[config.mk]
export PLATFORM = sky130hd
export DESIGN_NAME = rtc_time_counter_flat
export DESIGN_NICKNAME = d
export VERILOG_FILES = /design/src/rtl/rtc_time_counter_if.sv /design/src/rtl/rtc_time_counter.sv /design/src/flat_wrapper.sv
export SDC_FILE = /design/constraint.sdc
export NUM_CORES = 1
export LEC_CHECK = 0
export BUFFER_PORTS_ARGS = -buffer_cell sky130_fd_sc_hd__clkbuf_2
export CORE_MARGIN = 2
export CORE_UTILIZATION = 38
export CTS_CLUSTER_SIZE = 30
export DETAILED_ROUTE_END_ITERATION = 7
export GPL_ROUTABILITY_DRIVEN = 0
export PLACE_DENSITY_LB_ADDON = 0.15
export SETUP_SLACK_MARGIN = 0.2
export SYNTH_ARGS = -nofsm -noshare
export SYNTH_HDL_FRONTEND = slang
export SYNTH_SLANG_ARGS = --single-unit
[constraint.sdc]
create_clock -name clk -period 3.45 [get_ports clk]
set_clock_uncertainty 0.1 [all_clocks]
set_input_delay 1.035 -clock clk [delete_from_list [all_inputs] [get_ports clk]]
set_output_delay 1.035 -clock clk [all_outputs]
set_load 0.1 [all_outputs]
[src/rtl/rtc_time_counter_if.sv]
// Bus interface for rtc_time_counter: run/load control, load fields, time and pulse outputs.
// The alarm signals exist only when RTC_ALARM_EN is defined.
interface rtc_time_counter_if #(
    parameter int HW = 5,
    parameter int MW = 6,
    parameter int SW = 6
);
    logic          run;
    logic          load;
    logic [HW-1:0] load_hour;
    logic [MW-1:0] load_min;
    logic [SW-1:0] load_sec;
    logic [HW-1:0] out_hour;
    logic [MW-1:0] out_min;
    logic [SW-1:0] out_sec;
    logic          sec_pulse;
    logic          min_pulse;
    logic          day_pulse;
    logic          load_err;
`ifdef RTC_ALARM_EN
    logic          alarm_wr;
    logic [HW-1:0] alarm_hour;
    logic [MW-1:0] alarm_min;
    logic          alarm_arm;
    logic          alarm_hit;
`endif

`ifdef RTC_ALARM_EN
    modport master (
        output run, load, load_hour, load_min, load_sec,
        output alarm_wr, alarm_hour, alarm_min, alarm_arm,
        input  out_hour, out_min, out_sec, sec_pulse, min_pulse, day_pulse, load_err,
        input  alarm_hit
    );
    modport slave (
        input  run, load, load_hour, load_min, load_sec,
        input  alarm_wr, alarm_hour, alarm_min, alarm_arm,
        output out_hour, out_min, out_sec, sec_pulse, min_pulse, day_pulse, load_err,
        output alarm_hit
    );
`else
    modport master (
        output run, load, load_hour, load_min, load_sec,
        input  out_hour, out_min, out_sec, sec_pulse, min_pulse, day_pulse, load_err
    );
    modport slave (
        input  run, load, load_hour, load_min, load_sec,
        output out_hour, out_min, out_sec, sec_pulse, min_pulse, day_pulse, load_err
    );
`endif
endinterface

[src/rtl/rtc_time_counter.sv]
// hh:mm:ss time-of-day counter with prescaler, run/stop, synchronous load and
// same-cycle carry pulses. Optional alarm comparator enabled by macro RTC_ALARM_EN.
// The interface instance must be sized with HW/MW/SW = $clog2(MAX+1) of the matching fields.
module rtc_time_counter #(
    parameter int CLK_DIV  = 50_000_000,
    parameter int SEC_MAX  = 59,
    parameter int MIN_MAX  = 59,
    parameter int HOUR_MAX = 23
) (
    input logic              clk,
    input logic              reset,
    rtc_time_counter_if.slave bus
);
    localparam int SW = $clog2(SEC_MAX + 1);
    localparam int MW = $clog2(MIN_MAX + 1);
    localparam int HW = $clog2(HOUR_MAX + 1);
    localparam int PW = (CLK_DIV > 1) ? $clog2(CLK_DIV) : 1;

    localparam logic [SW-1:0] SEC_MAX_V  = SW'(SEC_MAX);
    localparam logic [MW-1:0] MIN_MAX_V  = MW'(MIN_MAX);
    localparam logic [HW-1:0] HOUR_MAX_V = HW'(HOUR_MAX);
    localparam logic [PW-1:0] PRESC_TOP  = PW'(CLK_DIV - 1);

    logic [PW-1:0] presc_q, presc_d;
    logic [SW-1:0] sec_q, sec_d;
    logic [MW-1:0] min_q, min_d;
    logic [HW-1:0] hour_q, hour_d;
    logic          sec_pulse_q, sec_pulse_d;
    logic          min_pulse_q, min_pulse_d;
    logic          day_pulse_q, day_pulse_d;
    logic          load_err_q, load_err_d;
    logic          tick;
    logic          load_ok;
    logic          advance;
`ifdef RTC_ALARM_EN
    logic [HW-1:0] alarm_hour_q, alarm_hour_d;
    logic [MW-1:0] alarm_min_q, alarm_min_d;
    logic          alarm_hit_q, alarm_hit_d;
    logic          alarm_ok;
`endif

    // Tick and load qualification; a tick is discarded whenever a valid load lands in the same cycle
    always_comb begin
        tick    = bus.run && (presc_q == PRESC_TOP);
        load_ok = bus.load && (bus.load_hour <= HOUR_MAX_V) &&
                  (bus.load_min <= MIN_MAX_V) && (bus.load_sec <= SEC_MAX_V);
        advance = tick && !load_ok;
    end

    // Next-state: load has priority, otherwise prescaler advance and same-cycle sec/min/hour carry
    always_comb begin
        presc_d     = presc_q;
        sec_d       = sec_q;
        min_d       = min_q;
        hour_d      = hour_q;
        sec_pulse_d = 1'b0;
        min_pulse_d = 1'b0;
        day_pulse_d = 1'b0;
        load_err_d  = bus.load && !load_ok;
        if (load_ok) begin
            presc_d = '0;
            sec_d   = bus.load_sec;
            min_d   = bus.load_min;
            hour_d  = bus.load_hour;
        end else if (bus.run) begin
            if (tick) begin
                presc_d     = '0;
                sec_pulse_d = 1'b1;
                if (sec_q < SEC_MAX_V) begin
                    sec_d = sec_q + 1'b1;
                end else begin
                    sec_d       = '0;
                    min_pulse_d = 1'b1;
                    if (min_q < MIN_MAX_V) begin
                        min_d = min_q + 1'b1;
                    end else begin
                        min_d = '0;
                        if (hour_q < HOUR_MAX_V) begin
                            hour_d = hour_q + 1'b1;
                        end else begin
                            hour_d      = '0;
                            day_pulse_d = 1'b1;
                        end
                    end
                end
            end else begin
                presc_d = presc_q + 1'b1;
            end
        end
    end

`ifdef RTC_ALARM_EN
    // Alarm capture and match: only a tick reaching alarm_hour:alarm_min:00 fires, never a load
    always_comb begin
        alarm_ok     = bus.alarm_wr && (bus.alarm_hour <= HOUR_MAX_V) && (bus.alarm_min <= MIN_MAX_V);
        alarm_hour_d = alarm_ok ? bus.alarm_hour : alarm_hour_q;
        alarm_min_d  = alarm_ok ? bus.alarm_min  : alarm_min_q;
        alarm_hit_d  = advance && bus.alarm_arm && (hour_d == alarm_hour_q) &&
                       (min_d == alarm_min_q) && (sec_d == '0);
    end
`endif

    // State register: counters, prescaler and pulses all reset synchronously
    always_ff @(posedge clk) begin
        if (reset) begin
            presc_q     <= '0;
            sec_q       <= '0;
            min_q       <= '0;
            hour_q      <= '0;
            sec_pulse_q <= 1'b0;
            min_pulse_q <= 1'b0;
            day_pulse_q <= 1'b0;
            load_err_q  <= 1'b0;
        end else begin
            presc_q     <= presc_d;
            sec_q       <= sec_d;
            min_q       <= min_d;
            hour_q      <= hour_d;
            sec_pulse_q <= sec_pulse_d;
            min_pulse_q <= min_pulse_d;
            day_pulse_q <= day_pulse_d;
`ifdef RTC_ALARM_EN
            load_err_q  <= load_err_d || (bus.alarm_wr && !alarm_ok);
`else
            load_err_q  <= load_err_d;
`endif
        end
    end

`ifdef RTC_ALARM_EN
    // Alarm registers: reset clears the alarm time and any pending hit
    always_ff @(posedge clk) begin
        if (reset) begin
            alarm_hour_q <= '0;
            alarm_min_q  <= '0;
            alarm_hit_q  <= 1'b0;
        end else begin
            alarm_hour_q <= alarm_hour_d;
            alarm_min_q  <= alarm_min_d;
            alarm_hit_q  <= alarm_hit_d;
        end
    end

    assign bus.alarm_hit = alarm_hit_q;
`endif

    assign bus.out_hour  = hour_q;
    assign bus.out_min   = min_q;
    assign bus.out_sec   = sec_q;
    assign bus.sec_pulse = sec_pulse_q;
    assign bus.min_pulse = min_pulse_q;
    assign bus.day_pulse = day_pulse_q;
    assign bus.load_err  = load_err_q;
endmodule

[src/flat_wrapper.sv]
// flat-port wrapper written by rule: the top's interface ports become plain ports
module rtc_time_counter_flat 
#(
    parameter int CLK_DIV  = 50_000_000,
    parameter int SEC_MAX  = 59,
    parameter int MIN_MAX  = 59,
    parameter int HOUR_MAX = 23
)
  (clk, reset, bus_run, bus_load, bus_load_hour, bus_load_min, bus_load_sec, bus_out_hour, bus_out_min, bus_out_sec, bus_sec_pulse, bus_min_pulse, bus_day_pulse, bus_load_err);
  rtc_time_counter_if #(.HW(5), .MW(6), .SW(6)) bus_i ();
  input logic clk;
  input logic reset;
  input wire logic [$bits(bus_i.run)-1:0] bus_run;
  input wire logic [$bits(bus_i.load)-1:0] bus_load;
  input wire logic [$bits(bus_i.load_hour)-1:0] bus_load_hour;
  input wire logic [$bits(bus_i.load_min)-1:0] bus_load_min;
  input wire logic [$bits(bus_i.load_sec)-1:0] bus_load_sec;
  output wire logic [$bits(bus_i.out_hour)-1:0] bus_out_hour;
  output wire logic [$bits(bus_i.out_min)-1:0] bus_out_min;
  output wire logic [$bits(bus_i.out_sec)-1:0] bus_out_sec;
  output wire logic [$bits(bus_i.sec_pulse)-1:0] bus_sec_pulse;
  output wire logic [$bits(bus_i.min_pulse)-1:0] bus_min_pulse;
  output wire logic [$bits(bus_i.day_pulse)-1:0] bus_day_pulse;
  output wire logic [$bits(bus_i.load_err)-1:0] bus_load_err;
  assign bus_i.run = bus_run;
  assign bus_i.load = bus_load;
  assign bus_i.load_hour = bus_load_hour;
  assign bus_i.load_min = bus_load_min;
  assign bus_i.load_sec = bus_load_sec;
  assign bus_out_hour = bus_i.out_hour;
  assign bus_out_min = bus_i.out_min;
  assign bus_out_sec = bus_i.out_sec;
  assign bus_sec_pulse = bus_i.sec_pulse;
  assign bus_min_pulse = bus_i.min_pulse;
  assign bus_day_pulse = bus_i.day_pulse;
  assign bus_load_err = bus_i.load_err;
  rtc_time_counter #(.CLK_DIV(CLK_DIV), .SEC_MAX(SEC_MAX), .MIN_MAX(MIN_MAX), .HOUR_MAX(HOUR_MAX)) u_core (.clk(clk), .reset(reset), .bus(bus_i));
endmodule
# == Word level (Yosys, flattened, before mapping) ==
# Cells that the tools add are included.
# Widths: inputs -> output; s select.
# word_totals
reg_bits,47
inputBits,21
out_inout_bits,21
# op_classes
add_sub_neg,4
magnitude_cmp,6
eq_ne,3
n_mux,19
bitwise_logic,2
n_reduce_logical,15
# op_table
op,n
$mux 6,9
$mux 5,6
$add 26x1->26 const B,1
$eq 26x26->1 const B,1
$mux 26,1
$add 6x1->6 const B,2
$le 6x6->1 const B,2
$lt 6x6->1 const B,2
$reduce_or 6->1,1
$add 5x1->5 const B,1
$le 5x5->1 const B,1
$logic_and 1x1->1,5
$lt 5x5->1 const B,1
$ne 2x1->1 const B,2
$reduce_and 4->1,1
$reduce_bool 2->1,2
$reduce_or 4->1,1
$mux 1,3
$reduce_and 3->1,1
$reduce_or 3->1,1
$not 1->1,2
$reduce_and 2->1,1
$reduce_or 2->1,1
$logic_not 1->1,1

# == Longest topological paths before layout ==
# Gate-level depths: netlist (run 1).
# depth
word_depth,7
depth_mapped,7
mapped_depth_nobuf,6

# == Worst setup path before layout (run 1) ==
# No wires, ideal clock.
# synth_path
kind,register to register
from,register u_core.sec_q[0] (netlist: u_core.bus.out_sec[0])
to,register u_core.min_q[0] (netlist: u_core.bus.out_min[0])
arrival_ns,2.738
required_ns,3.259
slack_ns,0.521
stages_incl_launch_ff,7
path_buffers,1
period_less_slack_ns,2.929
path_cell_list,dfxtp_1 ha_1 o2111ai_1 or4_1 buf_2 or3_1 a311oi_1
# synth_via
elab_chain_len,3
# synth_lines
item,line_no,source
from (decl),rtc_time_counter.sv:25,"logic [SW-1:0] sec_q, sec_d;"
from (signal assigned),rtc_time_counter.sv:107,sec_q <= '0;
from (signal assigned),rtc_time_counter.sv:116,sec_q <= sec_d;
$lt 6x6->1,rtc_time_counter.sv:69,if (sec_q < SEC_MAX_V) begin
$ne 2x1->1 (no source line),--,
$reduce_and 3->1 (no source line),--,
to (signal assigned),rtc_time_counter.sv:117,min_q <= min_d;
to (decl),rtc_time_counter.sv:26,"logic [MW-1:0] min_q, min_d;"
# No other way between the ends.
# A chain may end at the register's enable or synchronous reset.

# == Final worst setup path (run 1) ==
# layout_path
from,input port bus_run
to,register u_core.min_q[0] (netlist: u_core.bus.out_min[0])
# layout_via
elab_chain_len,3
# layout_lines
item,line_no,source
from (decl),flat_wrapper.sv:13,input wire logic [$bits(bus_i.run)-1:0] bus_run;
$logic_and 1x1->1,rtc_time_counter.sv:44,tick = bus.run && (presc_q == PRESC_TOP);
$reduce_bool 2->1 (no source line),--,
$reduce_and 3->1 (no source line) *,--,
# Mark *: on every way between the ends. The rest lies on a longest branch, timed or not.

==> flow_summary.ini, run 1 <==
[drt]
drt_wl_total_mm = 5.833
drtPass1Iterations = 4
first_iter_violations = 97
via_per_inst = 5.476
vias = 2267
routedWlPerCell_um = 14.09
drc = 0
antenna_left = 0

[synthesis]
synth_cell_types = 46
synthCells = 292
ys_top_cells_by_count = dfxtp_1 (47), nor2_1 (45), nand2_1 (22), nand3_1 (22), xor2_1 (17)
yosys.area.top_type = dfxtp_1
ys_seq_area_share_pct = 38.10
syn_nets = 317
yosys_warnings = 0
synth-seq-cells = 47
synth_edf_count = 0
post_synth.cell_area_avg_um2 = 8.458
synth_area_leaders = dfxtp_1 (38%), nor2_1 (6.8%), xor2_1 (6.0%), nand3_1 (4.5%), nand2_1 (3.3%)
async_flop_share_pct = 0
synth_top_flop_cell = dfxtp_1
netlist_area_um2 = 2470
synth_top_area_share_pct = 38.10
synth.most_common_cell = dfxtp_1

[worst_setup_path]
arrival_ns = 2.60
end_kind = register
rr_worst_depth = 5
cp.required_ns = 3.55
reg2reg_to = u_core.bus.out_min[0]$_SDFFE_PP0P_
start_kind = primary input
ff2ff_setup_slack_ns = 1.13
worstReg2RegStart = u_core.presc_q[8]$_SDFFE_PP0P_
critPathMaxFanout = 8
criticalPathCategory = primary input to register

[die]
rows = 29
ios = 42
die_x_um = 84.62
start_util_pct = 39.12
die_area_um2 = 7161
core_um2 = 6314
die_y_um = 84.62

[clock_network]
hold_buffers = 0
ctsResizeCount = 0
cts_buffer_depth = 2
htreeDepth = 2
cts_tree = built
cts.reportedPaths.clkPinSlew_ns = 0.09
cts.sinks = 47
cts_root_buf = clkbuf_8
postCtsSetupRepairBufs = 0
cts_buffers = 5
insertion_delay_ns = 0.30

[job]
drv_cap = 0

[pwr]
vdd_ir_drop_max_mv = 0.1775
p_leak_nw = 1.071
p_per_area_nw_per_um2 = 393.9

[layout]
areaGrowthSynthToFinish_pct = 15.60
fin_nets = 362
ff_latch_area_um2 = 940.9
drive_gt1_share_pct = 20.77
fin_util_pct = 45.22
multiInputGateArea_um2 = 1443
stdcell_area_um2 = 2855
antenna_cells = 0
fillers = 684

[grt]
grt_start_max_net_pins = 30
antenna_found_initial = 0
grt_pass1_vias = 2073
grtUsageTotal_pct = 16.81
grt_pass1_wl_mm = 10.03
grt_overflow_total = 0

[worst_hold_path]
hp-class = register to register
hold_start = u_core.presc_q[1]$_SDFFE_PP0P_
worstHoldEndpoint = u_core.presc_q[1]$_SDFFE_PP0P_
whs_path_depth = 2

[placed_design]
dp_slack_ns = 0.6448
hpwl_mm = 4.230
dpl_cell_area_um2 = 2768
io_buffers = 41

[timing]
hold_violations = 0
fin_ws_ns = 0.9533
fmax_ghz = 0.4005
period_share_pct = 72.37
hold_slack_ns = 0.3989
maxSlewHeadroom_pct = 58.42
rsz0062_at_grt = no
finalSetupViolations = 0
layout_min_cycle_time_ns = 2.497
slew_viol_final = 0
tightestPinTransition_ns = 0.6230
fin_tns_setup_ns = 0

[status]
status = complete, no violations
==> state kept, by name (all words and copies together) (netlist names) <==
signal / cells
u_core.presc_q: 26
u_core.bus.out_hour: 5
u_core.bus.day_pulse: 1
u_core.bus.out_sec: 6
u_core.bus.sec_pulse: 1
u_core.bus.load_err: 1
u_core.bus.out_min: 6
u_core.bus.min_pulse: 1
==> placed cells by master, fill, tap and decap left out, drive strengths merged, types with 5 or more instances in the layout <==
cell,instances
dfxtp,47
clkbuf,47
nor2,45
nand3,22
nand2,22
xor2,17
a21oi,11
nand4,11
o21ai,10
and3,10
buf,9
xnor2,7
o211ai,6
a311oi,6
or3,6
o2111ai,5
nand4b,5
and2,5
nor3,5
==> where the power goes <==
group          internal [W]  leakage [nW]  switching (W)
combinational     0.0000468         0.643       0.000160
clock              0.000158        0.0470       0.000180
sequential         0.000558         0.382      0.0000221
total              0.000762          1.07       0.000363
==> logic make-up (layout without fill, tap and decap cells) <==
logic type / Yosys count / in the layout / synth area share (%)
DFF: 47 / 47 / 38.10
xor gates and xnor gates: 24 / 24 / 8.511
and+or+nand+nor: 148 / 148 / 32.37
AOI/OAI and AO/OA: 52 / 52 / 15.05
muxes: 1 / 1 / 0.4559
adders and majority gates: 4 / 4 / 2.026
buffers and inverters: 16 / 61 / 3.495
==> routing by layer <==
layer / wire [um] / GRT usage [%] / vias to the layer above / part of all wire, %
met2: 2620 / 25.05 / 51 / 45
met4: 36 / 4.329 / 0 / 0.62
li1: - / - / 1163 / -
met3: 288 / 3.736 / 2 / 4.9
met5: 0 / 0 / - / 0
met1: 2887 / 24.58 / 1051 / 49
==> critical path: stages <==
cell      delay [ns]
clkbuf_2        0.14
and3_2          0.23
nand2_1         0.08
or4_1           0.50
or3_1           0.32
a311oi_1        0.29
==> through the flow <==
step / total power, W / std cells
floorplan: 0.0007560 / 292
global placement: 0.0007993 / 407
detailed placement: 0.0007999 / 407
CTS: 0.001140 / 414
global route: 0.001180 / 414
finish: 0.001125 / 414
==> area by class of cell <==
type,instances,share of cell area [%]
multi-input cells,229,50.53
inverters,4,0.5259
clock inverters,1,0.1753
clock buffers,6,2.892
repair buffers,50,9.553
flip-flops and latches,47,32.95
well taps,77,3.374
==> worst max-delay path by stage <==
stage / startpoint / to / slack, ns / cells after the start
floorplan: u_core.bus.out_sec[0]$_SDFFE_PP0P_ / u_core.bus.out_min[0]$_SDFFE_PP0P_ / 0.52 / 6
global placement: bus_run / u_core.bus.out_min[0]$_SDFFE_PP0P_ / 0.74 / 6
detailed placement: bus_run / u_core.bus.out_min[0]$_SDFFE_PP0P_ / 0.64 / 6
CTS: bus_run / u_core.bus.out_min[0]$_SDFFE_PP0P_ / 0.95 / 6
global route: bus_run / u_core.bus.out_sec[3]$_SDFFE_PP0P_ / 0.79 / 6
finish: bus_run / u_core.bus.out_min[0]$_SDFFE_PP0P_ / 0.95 / 6
Power figures use the tool's default switching activity.
==> run 2, diff against run 1 <==
clock period = 2.5 ns   (was 3.45 ns; I/O delays follow)
==> run 2 against run 1 <==
Final cell count up 2.7%. Wire length up 3.2%. Hold slack better by 0.0061 ns. Global-route usage about the same.
==> flow_summary.ini, run 2 (same netlist as run 1, synthesis figures left out) <==
[status]
status = complete, no violations

[die]
ios = 42
die_area_um2 = 7161
core_um2 = 6314
rows = 29
start_util_pct = 39.12
die_x_um = 84.62
die_y_um = 84.62

[worst_setup_path]
critPathMaxFanout = 5
arrival_ns = 2.32
crit_family = simple AND/OR/NAND/NOR gates
end_kind = register
criticalPathCategory = register to register
crit_slowest_cell = or4_1
crit_chain = nor4b_4 > nand4_4 > or4_1 > or3_1 > a311oi_1
critPathMaxStageDelay_ns = 0.57
start_kind = register
path_buf_inv = 0
cp.required_ns = 2.62

[drt]
drc = 0
routedWlPerCell_um = 14.17
drtPass1Iterations = 4
vias = 2316
via_per_inst = 5.449
first_iter_violations = 140
drt_wl_total_mm = 6.022
antenna_left = 0

[pwr]
vdd_ir_drop_max_mv = 0.2579
p_leak_nw = 1.143
p_per_area_nw_per_um2 = 537.5

[job]
drv_cap = 0

[timing]
fin_ws_ns = 0.3021
finalSetupViolations = 0
slew_viol_final = 0
maxSlewHeadroom_pct = 63.96
hold_slack_ns = 0.4050
fin_tns_setup_ns = 0
layout_min_cycle_time_ns = 2.198
fmax_ghz = 0.4550
tightestPinTransition_ns = 0.5429
rsz0062_at_grt = no
period_share_pct = 87.92
hold_violations = 0

[clock_network]
cts_buffers = 5
cts_root_buf = clkbuf_8
cts_buffer_depth = 2
cts_tree = built
cts.reportedPaths.clkPinSlew_ns = 0.09
hold_buffers = 0
htreeDepth = 2
insertion_delay_ns = 0.31
cts.sinks = 47

[grt]
antenna_found_initial = 0
grtUsageTotal_pct = 16.79
grt_overflow_total = 0
grt_pass1_vias = 2095
grt_start_max_net_pins = 20
grt_pass1_wl_mm = 9.894

[layout]
fin_util_pct = 47.48
max_flop_register = u_core.presc_q
drive_gt1_share_pct = 27.59
final_common_cell = nor2_1
fillers = 629
largest_reg_flops = 26
instances_no_fill = 425
antenna_cells = 0
final_cell_mix = nor2_1 (45), clkbuf_2 (41), dfxtp_1 (33), nand3_1 (22), nand2_1 (22)
fin_nets = 372
areaGrowthSynthToFinish_pct = 21.38

[worst_hold_path]
hp-class = register to register

[placed_design]
hpwl_mm = 4.378
dp.cells = 416
io_buffers = 41
dp_slack_ns = 0.1081
==> run 2: cell types whose count changed in the layout (fill, tap and decap cells not counted), moves of 2 or more <==
cell / previous run / this run
buf_4: 9 / 18
dfxtp_1: 47 / 33
dfxtp_2: 0 / 12
dfxtp_4: 0 / 2
==> run 2: final cells by class <==
class,count,area [um^2],share of cell area (%)
multi-input combinational,229,1463,48.79
timing repair buffer,60,360.3,12.02
tap,77,96.34,3.214
sequential,47,963.4,32.14
clock buffer,8,100.1,3.339
inverter,4,15.01,0.5008
==> run 2: metal layers <==
metal / track usage (%) / wire length, um / up-vias
li1: - / - / 1193
met1: 23.90 / 3218 / 1084
met2: 26.06 / 2550 / 33
met3: 3.343 / 194 / 6
met4: 4.329 / 58 / 0
met5: 0 / 0 / -
==> run 2: worst paths after layout <==
check             cells past startpoint                                  to  slack [ns]                          startpoint
setup / recovery                      5  u_core.bus.out_min[0]$_SDFFE_PP0P_        0.30      u_core.presc_q[8]$_SDFFE_PP0P_
hold / removal                        2  u_core.bus.out_min[1]$_SDFFE_PP0P_        0.40  u_core.bus.out_min[1]$_SDFFE_PP0P_
setup reg to reg                      5  u_core.bus.out_min[0]$_SDFFE_PP0P_        0.30      u_core.presc_q[8]$_SDFFE_PP0P_
hold reg to reg                       2  u_core.bus.out_min[1]$_SDFFE_PP0P_        0.40  u_core.bus.out_min[1]$_SDFFE_PP0P_
==> run 2: power by group <==
part,switching (W),total (W),internal [W]
sequential,0.0000301,0.000802,0.000772
clock,0.000260,0.000513,0.000253
combinational,0.000223,0.000296,0.0000729
total,0.000513,0.00161,0.00110
==> run 2: timing repair <==
item                       4_1_cts  5_1_grt
setup buffers                    0        1
resized for setup                0        4
setup endpoints to repair        0        8
==> run 2: metrics by stage <==
stage,total power (W),area [um^2]
floorplan,0.001046,2496
global placement,0.001114,2874
detailed placement,0.001115,2874
CTS,0.001621,2974
global route,0.001674,2998
finish,0.001611,2998
==> run 2: worst register-to-register path, delay by kind of cell (launching register included) <==
family / cells / cell delay [ns]
AOI/OAI and AO/OA: 1 / 0.25
DFF: 1 / 0.38
and+or+nand+nor: 4 / 1.40
==> run 3, diff against run 2 <==
==> constraint.sdc (replaced) <==
create_clock -name clk -period 2.5 [get_ports clk]
set_clock_uncertainty 0.1 [all_clocks]
set_input_delay 0.25 -clock clk [delete_from_list [all_inputs] [get_ports clk]]
set_output_delay 0.25 -clock clk [all_outputs]
set_load 0.1 [all_outputs]
==> run 3 against run 2 <==
Worst setup slack gained 0.0013 ns. Critical path depth is the same. Sequential share of layout area grew 0.53 points. Final area shrank 1.5%. Final cell count shrank 1.6%. Global-route usage grew 0.72 points. First-iteration DRC count shrank 27%. Hold slack lost 0.32 ns. Flip-flop and latch count is the same. Die area is the same. Largest power group unchanged.
==> flow_summary.ini, run 3 (same netlist as run 1, synthesis figures left out) <==
[status]
status = complete, no violations

[grt]
antenna_found_initial = 0
grt_pass1_wl_mm = 10.25
grt_overflow_total = 0
grtUsageTotal_pct = 17.51
gr-usage-met3_pct = 3.048
use_met2_pct = 26.84
grt_use_met1_pct = 24.71
grt_pass1_vias = 2186
top_usage_layer = met2
grt_start_max_net_pins = 24

[clock_network]
hold_buffers = 0
cts_tree = built
cts.sinks = 47
cts_buffer_depth = 2
cts_buffers = 5
cts.reportedPaths.clkPinSlew_ns = 0.09
htreeDepth = 2
cts_root_buf = clkbuf_8
insertion_delay_ns = 0.30

[worst_hold_path]
hp-class = primary input to register
whs_path_depth = 2
hold_start = bus_load

[layout]
final_cell_mix = nor2_1 (45), clkbuf_2 (41), dfxtp_1 (32), nand3_1 (22), nand2_1 (22)
max_flop_register = u_core.presc_q
instances_no_fill = 418
drive_gt1_share_pct = 26.69
areaGrowthSynthToFinish_pct = 19.55
antenna_cells = 0
largest_reg_flops = 26
stdcell_area_um2 = 2953
final_common_cell = nor2_1
fin_nets = 365

[worst_setup_path]
ff2ff_setup_slack_ns = 0.30
worstReg2RegStart = u_core.presc_q[7]$_SDFFE_PP0P_
reg2reg_to = u_core.bus.out_sec[4]$_SDFFE_PP0P_
criticalPathCategory = register to register
crit_start = u_core.presc_q[7]$_SDFFE_PP0P_
end_kind = register
start_kind = register
crit_slowest_cell = or3_2
critPathMaxFanout = 7
endpoint = u_core.bus.out_sec[4]$_SDFFE_PP0P_
arrival_ns = 2.31
critPathMaxStageDelay_ns = 0.51
crit_chain = nor3b_1 > nand4_4 > or3_2 > or3_1 > a311oi_2
cp.required_ns = 2.62
rr_worst_depth = 5

[pwr]
p_per_area_nw_per_um2 = 568.2
p_leak_nw = 1.113
vdd_ir_drop_max_mv = 0.2668

[die]
start_util_pct = 39.12
rows = 29
die_x_um = 84.62
die_area_um2 = 7161
core_um2 = 6314
ios = 42
die_y_um = 84.62

[drt]
drt_wl_total_mm = 6.030
drtPass1Iterations = 4
first_iter_violations = 102
vias = 2301
via_per_inst = 5.505
drc = 0
routedWlPerCell_um = 14.43
antenna_left = 0

[placed_design]
hpwl_mm = 4.338
dp.cells = 409
io_buffers = 41
dpl_cell_area_um2 = 2809

[timing]
layout_min_cycle_time_ns = 2.197
slew_viol_final = 0
fin_tns_setup_ns = 0
maxSlewHeadroom_pct = 54.79
period_share_pct = 87.87
rsz0062_at_grt = no
tightestPinTransition_ns = 0.6774
hold_violations = 0
fmax_ghz = 0.4552
finalSetupViolations = 0

[job]
drv_cap = 0
## run 3: cell types whose count changed in the layout (fill, tap and decap cells not counted), sizes merged
cell,before,now
buf,19,12
clkbuf,49,47
bufinv,0,1
clkinv,1,2
## run 3: area by class of cell
type / count / area (um^2)
fill: 659 / 3361
inverter: 4 / 15.01
clock buffer: 6 / 82.58
clock inverter: 2 / 35.03
timing repair buffer: 53 / 295.3
multi-input combinational: 229 / 1464
tap: 77 / 96.34
sequential: 47 / 964.7
## run 3: where the power goes
group,leakage [nW],internal (W),switching [W]
Combinational,0.664,0.0000669,0.000222
Clock,0.0612,0.000324,0.000263
Sequential,0.388,0.000772,0.0000302
Total,1.11,0.00116,0.000515
## run 3: layer usage
layer / vias to the layer above / share of wire, %
met3: 7 / 2.6
met5: - / 0
met4: 0 / 1.5
li1: 1173 / -
met1: 1089 / 52
met2: 32 / 44
## run 3: stage by stage
step           total power (W)  hold slack (ns)  utilization (%)  setup WS, ns
6_report              0.001678          0.08209            46.77        0.3034
5_1_grt               0.001754          0.08540            46.77        0.1677
4_1_cts               0.001699          0.07148            46.35        0.2075
3_5_place_dp          0.001108           0.3809            44.49        0.2337
3_3_place_gp          0.001106           0.3793            44.49        0.2878
2_1_floorplan         0.001046           0.2147                -       0.09414
## run 3: worst min path at each step
stage,endpoint,slack [ns]
2_1_floorplan,u_core.bus.out_min[0]$_SDFFE_PP0P_,0.21
3_3_place_gp,u_core.presc_q[1]$_SDFFE_PP0P_,0.38
3_5_place_dp,u_core.presc_q[1]$_SDFFE_PP0P_,0.38
4_1_cts,u_core.bus.load_err$_SDFF_PP0_,0.07
5_1_grt,u_core.bus.out_min[5]$_SDFFE_PP0P_,0.09
6_report,u_core.bus.load_err$_SDFF_PP0_,0.08
## run 3: worst max-delay path: cells and delay by family (launching register included)
family	cells	cell delay, ns
flip-flops	1	0.36
AO/OA/AOI/OAI	1	0.25
AND/OR/NAND/NOR	4	1.40
## run 3: timing repair
action / 4_1_cts / 5_1_grt
buffers inserted: 0 / 1
resized for setup: 0 / 5
setup endpoints to repair: 0 / 6
